`src/rtl/race_position_controller.sv`:
```
// ARM-Racer game sequencer: sprite positions, collision detection, scoring and
// the IDLE/RUN/CRASH game state machine. All outputs are registered.
module race_position_controller #(
    parameter int unsigned PLAYER_START = 280,
    parameter int unsigned PLAYER_MIN   = 100,
    parameter int unsigned PLAYER_MAX   = 440,
    parameter int unsigned PLAYER_STEP  = 4,
    parameter int unsigned ENEMY1_START = 0,
    parameter int unsigned ENEMY2_START = 240,
    parameter int unsigned ENEMY_STEP   = 2,
    parameter int unsigned MAX_STEP     = 8,
    parameter int unsigned WRAP_Y       = 480
) (
    input  logic        clk,
    input  logic        rst,
    input  logic        frame_tick,
    input  logic        btn_left,
    input  logic        btn_right,
    input  logic        btn_start,
    output logic [9:0]  posicion_jugador,
    output logic [9:0]  posicion_enemigo1,
    output logic [9:0]  posicion_enemigo2,
    output logic [1:0]  game_state,
    output logic        collision,
    output logic [15:0] score
);

    localparam int unsigned POS_W      = 10;
    localparam int unsigned CMP_W      = 11;
    localparam int unsigned SCORE_W    = 16;
    localparam int unsigned SPRITE_W   = 100;
    localparam int unsigned SPRITE_H   = 124;
    localparam int unsigned PLAYER_Y   = 340;
    localparam int unsigned ENEMY1_X   = 150;
    localparam int unsigned ENEMY2_X   = 400;

    typedef enum logic [1:0] {
        IDLE  = 2'b00,
        RUN   = 2'b01,
        CRASH = 2'b10
    } state_t;

    state_t               state, state_next;
    logic [POS_W-1:0]     pj_q, e1_q, e2_q;
    logic [POS_W-1:0]     pj_next, e1_next, e2_next;
    logic [SCORE_W-1:0]   score_q, score_next;
    logic                 collision_q, collision_next;
    logic                 btn_start_q;
    logic                 start_rise;

    logic [CMP_W-1:0]     pj_w, e1_w, e2_w;
    logic                 hit1, hit2, hit;
    logic [13:0]          step_raw;
    logic [CMP_W-1:0]     step;
    logic [CMP_W-1:0]     e1_sum, e2_sum;
    logic                 e1_wrap, e2_wrap;
    logic [POS_W-1:0]     e1_adv, e2_adv, pj_adv;
    logic [1:0]           wrap_cnt;
    logic [SCORE_W:0]     score_sum;
    logic [SCORE_W-1:0]   score_adv;

    assign start_rise = btn_start & ~btn_start_q;

    assign pj_w = {1'b0, pj_q};
    assign e1_w = {1'b0, e1_q};
    assign e2_w = {1'b0, e2_q};

    // Bounding-box overlap of the player against each enemy lane
    assign hit1 = (pj_w < CMP_W'(ENEMY1_X + SPRITE_W))
               && ((pj_w + CMP_W'(SPRITE_W)) > CMP_W'(ENEMY1_X))
               && ((e1_w + CMP_W'(SPRITE_H)) > CMP_W'(PLAYER_Y))
               && (e1_w < CMP_W'(PLAYER_Y + SPRITE_H));
    assign hit2 = (pj_w < CMP_W'(ENEMY2_X + SPRITE_W))
               && ((pj_w + CMP_W'(SPRITE_W)) > CMP_W'(ENEMY2_X))
               && ((e2_w + CMP_W'(SPRITE_H)) > CMP_W'(PLAYER_Y))
               && (e2_w < CMP_W'(PLAYER_Y + SPRITE_H));
    assign hit  = hit1 | hit2;

    // Enemy speed grows by one pixel every eight points, capped
    assign step_raw = 14'(ENEMY_STEP) + 14'(score_q[15:3]);
    assign step     = (step_raw > 14'(MAX_STEP)) ? CMP_W'(MAX_STEP) : CMP_W'(step_raw);

    assign e1_sum   = e1_w + step;
    assign e2_sum   = e2_w + step;
    assign e1_wrap  = (e1_sum >= CMP_W'(WRAP_Y));
    assign e2_wrap  = (e2_sum >= CMP_W'(WRAP_Y));
    assign e1_adv   = e1_wrap ? '0 : e1_sum[POS_W-1:0];
    assign e2_adv   = e2_wrap ? '0 : e2_sum[POS_W-1:0];

    assign wrap_cnt  = {1'b0, e1_wrap} + {1'b0, e2_wrap};
    assign score_sum = {1'b0, score_q} + (SCORE_W+1)'(wrap_cnt);
    assign score_adv = score_sum[SCORE_W] ? {SCORE_W{1'b1}} : score_sum[SCORE_W-1:0];

    // Player X after one frame of button movement, clamped to the road
    always_comb begin
        pj_adv = pj_q;
        if (btn_left && !btn_right) begin
            if (pj_w < CMP_W'(PLAYER_MIN + PLAYER_STEP))
                pj_adv = POS_W'(PLAYER_MIN);
            else
                pj_adv = POS_W'(pj_w - CMP_W'(PLAYER_STEP));
        end else if (btn_right && !btn_left) begin
            if ((pj_w + CMP_W'(PLAYER_STEP)) > CMP_W'(PLAYER_MAX))
                pj_adv = POS_W'(PLAYER_MAX);
            else
                pj_adv = POS_W'(pj_w + CMP_W'(PLAYER_STEP));
        end
    end

    // Game state register
    always_ff @(posedge clk) begin
        if (rst) state <= IDLE;
        else     state <= state_next;
    end

    // Next-state logic
    always_comb begin
        state_next = state;
        case (state)
            IDLE:    if (start_rise) state_next = RUN;
            RUN:     if (hit)        state_next = CRASH;
            CRASH:   if (start_rise) state_next = IDLE;
            default: state_next = IDLE;
        endcase
    end

    // Next values of the registered outputs; hit beats a coincident frame_tick
    always_comb begin
        pj_next        = pj_q;
        e1_next        = e1_q;
        e2_next        = e2_q;
        score_next     = score_q;
        collision_next = collision_q;
        case (state)
            IDLE: begin
                pj_next = POS_W'(PLAYER_START);
                e1_next = POS_W'(ENEMY1_START);
                e2_next = POS_W'(ENEMY2_START);
                if (start_rise) score_next = '0;
            end
            RUN: begin
                if (hit) begin
                    collision_next = 1'b1;
                end else if (frame_tick) begin
                    pj_next    = pj_adv;
                    e1_next    = e1_adv;
                    e2_next    = e2_adv;
                    score_next = score_adv;
                end
            end
            CRASH: begin
                if (start_rise) begin
                    collision_next = 1'b0;
                    pj_next        = POS_W'(PLAYER_START);
                    e1_next        = POS_W'(ENEMY1_START);
                    e2_next        = POS_W'(ENEMY2_START);
                end
            end
            default: begin
                collision_next = 1'b0;
            end
        endcase
    end

    // Output and start-edge registers
    always_ff @(posedge clk) begin
        if (rst) begin
            pj_q        <= POS_W'(PLAYER_START);
            e1_q        <= POS_W'(ENEMY1_START);
            e2_q        <= POS_W'(ENEMY2_START);
            score_q     <= '0;
            collision_q <= 1'b0;
            btn_start_q <= 1'b0;
        end else begin
            pj_q        <= pj_next;
            e1_q        <= e1_next;
            e2_q        <= e2_next;
            score_q     <= score_next;
            collision_q <= collision_next;
            btn_start_q <= btn_start;
        end
    end

    assign posicion_jugador  = pj_q;
    assign posicion_enemigo1 = e1_q;
    assign posicion_enemigo2 = e2_q;
    assign game_state        = state;
    assign collision         = collision_q;
    assign score             = score_q;

endmodule

```
`config.mk`:
```
export PLATFORM = sky130hd
export DESIGN_NAME = race_position_controller
export DESIGN_NICKNAME = d
export VERILOG_FILES = /design/src/rtl/race_position_controller.sv
export SDC_FILE = /design/constraint.sdc
export NUM_CORES = 1
export LEC_CHECK = 0
export CAP_MARGIN = 20
export CORE_ASPECT_RATIO = 1.5
export CORE_MARGIN = 10
export CORE_UTILIZATION = 30
export DETAILED_ROUTE_END_ITERATION = 8
export GPL_ROUTABILITY_DRIVEN = 0
export GPL_TIMING_DRIVEN = 0
export PLACE_DENSITY_LB_ADDON = 0.3
export SLEW_MARGIN = 20
export SYNTH_ARGS = -nofsm -noshare
export SYNTH_HDL_FRONTEND = slang
export SYNTH_SLANG_ARGS = --single-unit
export TNS_END_PERCENT = 5
```
`constraint.sdc`:
```
create_clock -name clk -period 6.9 [get_ports clk]
set_input_delay 0.69 -clock clk [delete_from_list [all_inputs] [get_ports clk]]
set_output_delay 0.69 -clock clk [all_outputs]
set_load 0.03 [all_outputs]
```
==> impl_metrics.prom, run 1 <==
# TYPE chip_impl_metric gauge
chip_impl_info{name="run_status",value="finished, final reports clean"} 1
chip_impl_metric{name="io_buf_count",unit=""} 52
chip_impl_metric{name="detailroute.via_count",unit=""} 4756
chip_impl_metric{name="hold-path-cell-count",unit=""} 2
chip_impl_metric{name="critical_path_buf_inv_count",unit=""} 4
chip_impl_metric{name="yosys_cell_types",unit=""} 80
chip_impl_metric{name="max_stage_delay_on_crit_path",unit="ps"} 500
chip_impl_metric{name="final_antenna_net_count",unit=""} 0
chip_impl_metric{name="cts_max_level",unit=""} 2
chip_impl_metric{name="cts.clk_slew.worst_paths",unit="ps"} 70
chip_impl_metric{name="synth-edff-count",unit=""} 0
chip_impl_metric{name="route.detailed.drc",unit=""} 0
chip_impl_metric{name="synthesized_cell_area",unit="um2"} 4319
chip_impl_metric{name="critical_path_required",unit="ps"} 7110
chip_impl_metric{name="hold_buffers",unit=""} 0
chip_impl_metric{name="final_hold_viol_count",unit=""} 0
chip_impl_metric{name="post-dp-hpwl",unit="um"} 10940
chip_impl_metric{name="static-leakage-power",unit="nW"} 1.928
chip_impl_metric{name="coreArea",unit="um2"} 14060
chip_impl_info{name="critical_path.top_delay_family",value="compound AO/OA/AOI/OAI gates"} 1
chip_impl_info{name="tritoncts_clock_tree",value="done"} 1
chip_impl_metric{name="ys_seq_area_share",unit="%"} 22.25
chip_impl_metric{name="ffs_w_async_s_r_synth",unit="%"} 0
chip_impl_info{name="startpoint_of_the_worst_register_to_register_path",value="score[6]$_SDFFE_PP0P_"} 1
chip_impl_metric{name="clock_insertion_delay_worst_skew",unit="ps"} 300
chip_impl_metric{name="postSynthAreaPerCell",unit="um2"} 7.499
chip_impl_metric{name="antenna_found_initial",unit=""} 0
chip_impl_info{name="worst-setup-path-type",value="flip-flop to flip-flop"} 1
chip_impl_metric{name="multiInputGateArea",unit="um2"} 3163
chip_impl_metric{name="firstDrtPassIters",unit=""} 5
chip_impl_metric{name="area.sequential",unit="um2"} 962.2
chip_impl_metric{name="finalClockSkew",unit="ps"} 9.317
chip_impl_metric{name="initialDrtViolationCount",unit=""} 292
chip_impl_metric{name="die_height",unit="um"} 167.0
chip_impl_metric{name="power-per-cell-area",unit="nW/um2"} 137.9
chip_impl_metric{name="fp.dieArea",unit="um2"} 19700
chip_impl_metric{name="arrival",unit="ps"} 6700
chip_impl_info{name="synth_top_flop_cell",value="sky130_fd_sc_hd__dfxtp_1"} 1
chip_impl_info{name="cts_root_buf",value="sky130_fd_sc_hd__clkbuf_16"} 1
chip_impl_metric{name="reg2reg_slack",unit="ps"} 410
chip_impl_metric{name="tritoncts_sinks",unit=""} 48
chip_impl_metric{name="drt-wirelength-per-cell",unit="um"} 17.22
chip_impl_metric{name="flip_flop_and_latch_count_after_synthesis",unit=""} 48
chip_impl_metric{name="place_inst",unit=""} 827
chip_impl_metric{name="fp_rows",unit=""} 53
chip_impl_info{name="rr_endpoint",value="score[13]$_SDFFE_PP0P_"} 1
chip_impl_metric{name="n_antenna_cell",unit=""} 0
chip_impl_info{name="critical_path.slowest_cell",value="sky130_fd_sc_hd__a311oi_4"} 1
chip_impl_metric{name="drv_slew",unit=""} 0
chip_impl_metric{name="grt_max_degree",unit=""} 15
chip_impl_metric{name="start_util",unit="%"} 30.72
chip_impl_metric{name="first_global_vias",unit=""} 4519
chip_impl_metric{name="grt_first_pass_wirelength",unit="um"} 23090
chip_impl_metric{name="relSlewSlack",unit="%"} 43.12
chip_impl_info{name="capture_endpoint_of_the_worst_hold_path",value="collision$_SDFFE_PP0P_"} 1
chip_impl_info{name="hold_path_startpoint",value="collision$_SDFFE_PP0P_"} 1
chip_impl_metric{name="worst_ir_drop_vdd",unit="mV"} 0.08413
chip_impl_metric{name="fill_cell_total_of_the_finished_layout",unit=""} 1528
chip_impl_metric{name="synth-warning-count",unit=""} 0
chip_impl_metric{name="cts-buffers-inserted",unit=""} 5
chip_impl_metric{name="totalNegativeSetupSlack",unit="ps"} 0
chip_impl_metric{name="number_of_max_cap_violations",unit=""} 0
chip_impl_metric{name="tightest_slew",unit="ps"} 848.5
chip_impl_metric{name="route.detailed.vias_per_inst",unit=""} 5.682
chip_impl_metric{name="maxClockFrequency",unit="GHz"} 0.1541
chip_impl_metric{name="critical_path.max_fanout",unit=""} 10
chip_impl_metric{name="grt_overflow_total",unit=""} 0
chip_impl_metric{name="route.final.wire_length",unit="um"} 14410
chip_impl_metric{name="final_cells",unit=""} 837
chip_impl_metric{name="nets",unit=""} 673
chip_impl_metric{name="die_width",unit="um"} 118.0
chip_impl_metric{name="area_growth_syn_to_layout",unit="%"} 23.96
chip_impl_info{name="timing.critical_path.mode_cell",value="sky130_fd_sc_hd__ha_1"} 1
chip_impl_info{name="hold_class",value="flip-flop to flip-flop"} 1
chip_impl_metric{name="final.min_clock_period",unit="ps"} 6488
chip_impl_metric{name="boundaryPins",unit=""} 55
chip_impl_metric{name="global_route.usage.total",unit="%"} 13.82
chip_impl_metric{name="cts_buffer_depth",unit=""} 2
chip_impl_metric{name="layout_worst_path_cycle_share",unit="%"} 94.03
chip_impl_metric{name="report.final.setup_viol",unit=""} 0
chip_impl_info{name="timing.critical_path.to_type",value="flip-flop"} 1
chip_impl_metric{name="post_route_cells_drive_above_1_share",unit="%"} 8.372
chip_impl_metric{name="syn_inst",unit=""} 576
chip_impl_metric{name="worstRegToRegCells",unit=""} 25
chip_impl_info{name="setup.worst_path.start_class",value="flip-flop"} 1
==> synth_stat cells, drive strengths merged, types with 4 or more instances <==
cell type / n / share of area [%]
xor2: 9 / 1.8
nor2: 56 / 5.0
nor3: 19 / 2.3
nand2b: 10 / 1.4
ha: 22 / 6.4
o31ai: 5 / 0.98
clkbuf: 29 / 2.5
a41o: 4 / 0.93
o211ai: 5 / 0.98
nand4: 10 / 1.4
and3: 11 / 1.6
xnor2: 8 / 1.6
a211oi: 16 / 2.8
a32o: 4 / 0.93
a311oi: 7 / 2.0
nand2: 56 / 4.9
or2: 6 / 0.87
a21oi: 42 / 4.9
inv: 19 / 1.7
dfxtp: 48 / 22
buf: 15 / 2.4
a31oi: 7 / 1.0
o311ai: 5 / 1.4
nor2b: 7 / 1.0
a211o: 6 / 1.2
nand3: 13 / 1.5
a22o: 8 / 1.6
or3: 4 / 0.58
o22ai: 7 / 1.0
o21ai: 29 / 3.4
a31o: 4 / 0.81
a41oi: 5 / 1.0
mux2i: 4 / 0.93
and2: 11 / 1.7
nor4: 8 / 1.2
==> how the worst max path moves through the flow <==
stage | start | endpoint | slack [ps] | depth (start not counted)
after floorplan | score[4]$_SDFFE_PP0P_ | score[11]$_SDFFE_PP0P_ | 1010 | 28
after global placement | score[4]$_SDFFE_PP0P_ | score[14]$_SDFFE_PP0P_ | 80 | 26
after detailed placement | score[4]$_SDFFE_PP0P_ | score[14]$_SDFFE_PP0P_ | -20 | 26
after CTS | score[4]$_SDFFE_PP0P_ | score[13]$_SDFFE_PP0P_ | 30 | 28
after global routing | score[6]$_SDFFE_PP0P_ | score[13]$_SDFFE_PP0P_ | -10 | 25
final | score[6]$_SDFFE_PP0P_ | score[13]$_SDFFE_PP0P_ | 410 | 25
==> logic make-up after synthesis <==
kind of cell	Yosys count	share of synthesized area, %
multiplexers	5	1.188
XOR/XNOR	17	3.447
adder cells (fa/ha/maj)	26	7.532
AND/OR/NAND/NOR	229	27.40
flip-flops	48	22.25
AO/OA/AOI/OAI	187	31.55
other	1	0.08682
buffers and inverters	63	6.547
==> state kept, by name, indices dropped and copies added (netlist names) <==
name and flops:
posicion_enemigo2 10, posicion_enemigo1 10, score 16, posicion_jugador 8, btn_start_q 1, collision 1
game_state 2
==> power breakdown <==
part / internal (mW) / total [mW] / switching, mW
sequential: 0.283 / 0.291 / 0.00824
clock: 0.171 / 0.288 / 0.117
combinational: 0.0561 / 0.160 / 0.104
==> stage by stage <==
| stage | hold slack, ps | worst slack (ps) | area (um2) | power [mW] | util, % |
|---|---|---|---|---|---|
| 3_3_place_gp | 497.4 | 77.96 | 5106 | 0.4503 | 36.32 |
| 4_1_cts | 527.7 | 32.27 | 5288 | 0.7444 | 37.61 |
| 5_1_grt | 572.5 | -12.10 | 5354 | 0.7696 | 38.08 |
| 6_report | 523.5 | 411.8 | 5354 | 0.7383 | 38.08 |
| 2_1_floorplan | 615.3 | 1005 | 4345 | 0.4047 | - |
| 3_5_place_dp | 512.0 | -18.69 | 5119 | 0.4547 | 36.41 |
==> metal layers <==
metal / part of all wire, % / up-vias / GRT usage, %
met1: 41 / 2240 / 16.00
met3: 6.5 / 35 / 2.809
met2: 49 / 182 / 24.21
met5: 0 / - / 0
li1: - / 2299 / -
met4: 3.0 / 0 / 5.448
==> what timing repair did <==
item,CTS,global route
gates cloned,0,0
setup endpoints to repair,3,15
gates resized for setup,1,10
pin swaps,0,1
setup buffers,0,3
==> final cells by class <==
cell class	count	share of cell area, %
plain buffers	43	3.926
clock buffers	6	2.407
clock inverters	2	0.6544
inverters	19	1.332
multi-input cells	472	59.08
flip-flops and latches	48	17.97
well taps	192	4.487
repair buffers	55	10.14
==> cells in the final DEF, fill, tap and decap left out, types with 11 or more instances in the layout <==
master	Yosys	final
sky130_fd_sc_hd__nand2_1	56	56
sky130_fd_sc_hd__o21ai_0	28	28
sky130_fd_sc_hd__clkdlybuf4s50_1	0	52
sky130_fd_sc_hd__nor2_1	54	54
sky130_fd_sc_hd__clkbuf_1	29	27
sky130_fd_sc_hd__and3_1	11	11
sky130_fd_sc_hd__a21oi_1	42	42
sky130_fd_sc_hd__ha_1	22	21
sky130_fd_sc_hd__nand3_1	13	13
sky130_fd_sc_hd__a211oi_1	16	15
sky130_fd_sc_hd__inv_1	19	19
sky130_fd_sc_hd__nor3_1	18	17
sky130_fd_sc_hd__dfxtp_1	48	47
==> worst min-delay path: cells and delay by family (launching register included) <==
kind / cells / cell delay [ps]
flops: 1 / 340
compound gates: 1 / 70
simple gates: 1 / 80
Power figures use the tool's default switching activity.
==> run 2: changes to the inputs <==
- CORE_UTILIZATION: 30 -> 57
==> impl_metrics.prom, run 2 (synthesis results as in run 1) <==
# TYPE chip_impl_metric gauge
chip_impl_metric{name="utilization",unit="%"} 70.08
chip_impl_metric{name="drv_slew",unit=""} 0
chip_impl_metric{name="total_switching_power",unit="mW"} 0.2207
chip_impl_metric{name="first_global_vias",unit=""} 4563
chip_impl_metric{name="multiInputGateArea",unit="um2"} 3159
chip_impl_metric{name="power_frac_comb",unit="%"} 25.7
chip_impl_metric{name="route.detailed.vias_per_inst",unit=""} 6.617
chip_impl_info{name="timing.critical_path.to_type",value="flip-flop"} 1
chip_impl_metric{name="final.min_clock_period",unit="ps"} 6522
chip_impl_info{name="timing.critical_path.mode_cell",value="sky130_fd_sc_hd__ha_1"} 1
chip_impl_info{name="critical_path.slowest_cell",value="sky130_fd_sc_hd__o211ai_4"} 1
chip_impl_metric{name="max_stage_delay_on_crit_path",unit="ps"} 390
chip_impl_metric{name="finalClockSkew",unit="ps"} 15.19
chip_impl_metric{name="fp_rows",unit=""} 38
chip_impl_metric{name="critical_path.max_fanout",unit=""} 10
chip_impl_info{name="tritoncts_clock_tree",value="done"} 1
chip_impl_metric{name="power.sequential.fraction",unit="%"} 45.9
chip_impl_metric{name="arrival",unit="ps"} 6760
chip_impl_info{name="mostFrequentLayoutCell",value="sky130_fd_sc_hd__nand2_1"} 1
chip_impl_metric{name="n_antenna_cell",unit=""} 0
chip_impl_metric{name="post_route_cells_drive_above_1_share",unit="%"} 7.477
chip_impl_metric{name="firstDrtPassIters",unit=""} 5
chip_impl_info{name="hold_class",value="flip-flop to flip-flop"} 1
chip_impl_metric{name="largest_register_ffs",unit=""} 16
chip_impl_info{name="run_status",value="finished, final reports clean"} 1
chip_impl_metric{name="route.detailed.drc",unit=""} 0
chip_impl_metric{name="tritoncts_sinks",unit=""} 48
chip_impl_metric{name="internal_power",unit="mW"} 0.4119
chip_impl_metric{name="cts_buffer_depth",unit=""} 2
chip_impl_metric{name="hold_buffers",unit=""} 0
chip_impl_metric{name="power.share.clock",unit="%"} 28.4
chip_impl_metric{name="start_util",unit="%"} 58.99
chip_impl_metric{name="critical_path_required",unit="ps"} 7140
chip_impl_metric{name="boundaryPins",unit=""} 55
chip_impl_metric{name="area.sequential",unit="um2"} 960.9
chip_impl_metric{name="nets",unit=""} 670
chip_impl_metric{name="placed_area",unit="um2"} 4991
chip_impl_metric{name="cts.clk_slew.worst_paths",unit="ps"} 100
chip_impl_metric{name="detailroute.via_count",unit=""} 4910
chip_impl_metric{name="cts_post_setup_buffers_inserted",unit=""} 0
chip_impl_metric{name="tightest_slew",unit="ps"} 754.5
chip_impl_metric{name="io_buf_count",unit=""} 52
chip_impl_metric{name="die_width",unit="um"} 91.08
chip_impl_info{name="cts_root_buf",value="sky130_fd_sc_hd__clkbuf_8"} 1
chip_impl_metric{name="power-per-cell-area",unit="nW/um2"} 123.3
chip_impl_metric{name="global_route.usage.total",unit="%"} 22.22
chip_impl_info{name="setup.worst_path.start_class",value="flip-flop"} 1
chip_impl_metric{name="relSlewSlack",unit="%"} 49.62
chip_impl_metric{name="grt_max_degree",unit=""} 15
chip_impl_metric{name="final_antenna_net_count",unit=""} 0
chip_impl_metric{name="initialDrtViolationCount",unit=""} 502
chip_impl_metric{name="grt_first_pass_wirelength",unit="um"} 21890
chip_impl_info{name="most_used_cells_in_the_layout_excluding_fill_and_tap_cells",value="56 x sky130_fd_sc_hd__nand2_1, 54 x sky130_fd_sc_hd__nor2_1, 52 x sky130_fd_sc_hd__clkdlybuf4s50_1"} 1
chip_impl_metric{name="power.share.switching",unit="%"} 34.88
chip_impl_metric{name="drt-wirelength-per-cell",unit="um"} 18.19
chip_impl_metric{name="report.final.setup_viol",unit=""} 0
chip_impl_metric{name="layout_worst_path_cycle_share",unit="%"} 94.53
chip_impl_metric{name="fp.dieArea",unit="um2"} 11530
chip_impl_metric{name="grt_overflow_total",unit=""} 0
chip_impl_metric{name="fill_cell_total_of_the_finished_layout",unit=""} 646
chip_impl_metric{name="area_growth_syn_to_layout",unit="%"} 18.80
chip_impl_metric{name="coreArea",unit="um2"} 7322
chip_impl_metric{name="worst_hold_slack",unit="ps"} 516.3
chip_impl_metric{name="final_design_area_no_fill",unit="um2"} 5131
chip_impl_metric{name="antenna_found_initial",unit=""} 0
chip_impl_info{name="worst-setup-path-type",value="flip-flop to flip-flop"} 1
chip_impl_metric{name="route.final.wire_length",unit="um"} 13500
chip_impl_metric{name="worst_ir_drop_vdd",unit="mV"} 0.1368
chip_impl_metric{name="final_hold_viol_count",unit=""} 0
chip_impl_metric{name="cts_max_level",unit=""} 2
chip_impl_metric{name="post-dp-hpwl",unit="um"} 10090
chip_impl_metric{name="number_of_max_cap_violations",unit=""} 0
chip_impl_metric{name="maxClockFrequency",unit="GHz"} 0.1533
chip_impl_metric{name="totalNegativeSetupSlack",unit="ps"} 0
chip_impl_metric{name="static-leakage-power",unit="nW"} 1.869
chip_impl_metric{name="clock_insertion_delay_worst_skew",unit="ps"} 320
chip_impl_metric{name="cts-buffers-inserted",unit=""} 5
chip_impl_metric{name="total_power",unit="mW"} 0.6326
chip_impl_metric{name="die_height",unit="um"} 126.6
[run 2: cell count changes in the layout (fill, tap and decap cells not counted), moves of 2 or more]
cell	before	now
sky130_fd_sc_hd__clkbuf_16	5	0
sky130_fd_sc_hd__clkbuf_8	0	5
sky130_fd_sc_hd__buf_4	6	3
sky130_fd_sc_hd__clkbuf_1	27	29
[run 2: power groups by stage]
stage / clock network [mW] / registers, mW / logic, mW
floorplan: 0 / 0.306 / 0.0988
global placement: 0 / 0.296 / 0.151
detailed placement: 0 / 0.297 / 0.156
CTS: 0.182 / 0.290 / 0.157
global route: 0.190 / 0.291 / 0.176
finish: 0.180 / 0.290 / 0.163
[run 2: per-layer routing]
layer | GRT usage (%) | part of all wire, % | vias up
met1 | 25.47 | 38 | 2278
met4 | 11.84 | 5.6 | 0
met2 | 37.53 | 48 | 262
li1 | - | - | 2299
met3 | 4.959 | 7.6 | 71
met5 | 0 | 0 | -
[run 2: cell type report]
type / count / share of cell area, %
Clock inverter: 1 / 0.1707
Clock buffer: 7 / 1.487
Sequential cell: 48 / 18.73
Tap cell: 100 / 2.438
Multi-Input combinational cell: 472 / 61.57
Timing Repair Buffer: 52 / 10.14
Buffer: 43 / 4.072
Inverter: 19 / 1.390
[run 2: final timing paths]
| kind | start | to | slack, ps | cells past startpoint |
|---|---|---|---|---|
| worst max-delay path | score[7]$_SDFFE_PP0P_ | score[13]$_SDFFE_PP0P_ | 380 | 26 |
| worst min-delay path | score[1]$_SDFFE_PP0P_ | score[1]$_SDFFE_PP0P_ | 520 | 2 |
| worst max register to register | score[7]$_SDFFE_PP0P_ | score[13]$_SDFFE_PP0P_ | 380 | 26 |
| worst min register to register | score[1]$_SDFFE_PP0P_ | score[1]$_SDFFE_PP0P_ | 520 | 2 |
[run 2: metrics by stage]
| step | cells | setup slack [ps] |
|---|---|---|
| after floorplan | 583 | 1005 |
| after global placement | 735 | 240.4 |
| after detailed placement | 735 | 81.83 |
| after CTS | 743 | 69.69 |
| after global routing | 742 | -60.68 |
| final | 742 | 377.5 |
[run 2: what timing repair did]
action	4_1_cts	5_1_grt
gates resized for setup	0	8
hold endpoints to repair	0	0
endpoints found under the setup margin	0	15
[run 2: worst max-delay path: cells and delay by family, from the launching register on]
family | cells | cell delay, ps
AO/OA/AOI/OAI | 8 | 1980
adder cells (fa/ha/maj) | 4 | 1070
buffers and inverters | 4 | 700
flip-flops | 1 | 370
multiplexers | 1 | 380
AND/OR/NAND/NOR | 9 | 1930
==> run 3: changes to the inputs <==
- CTS_CLUSTER_SIZE: not set -> 30
==> results of run 3 <==
Same layout as run 2: the final DEF is identical, and so are final timing and power.
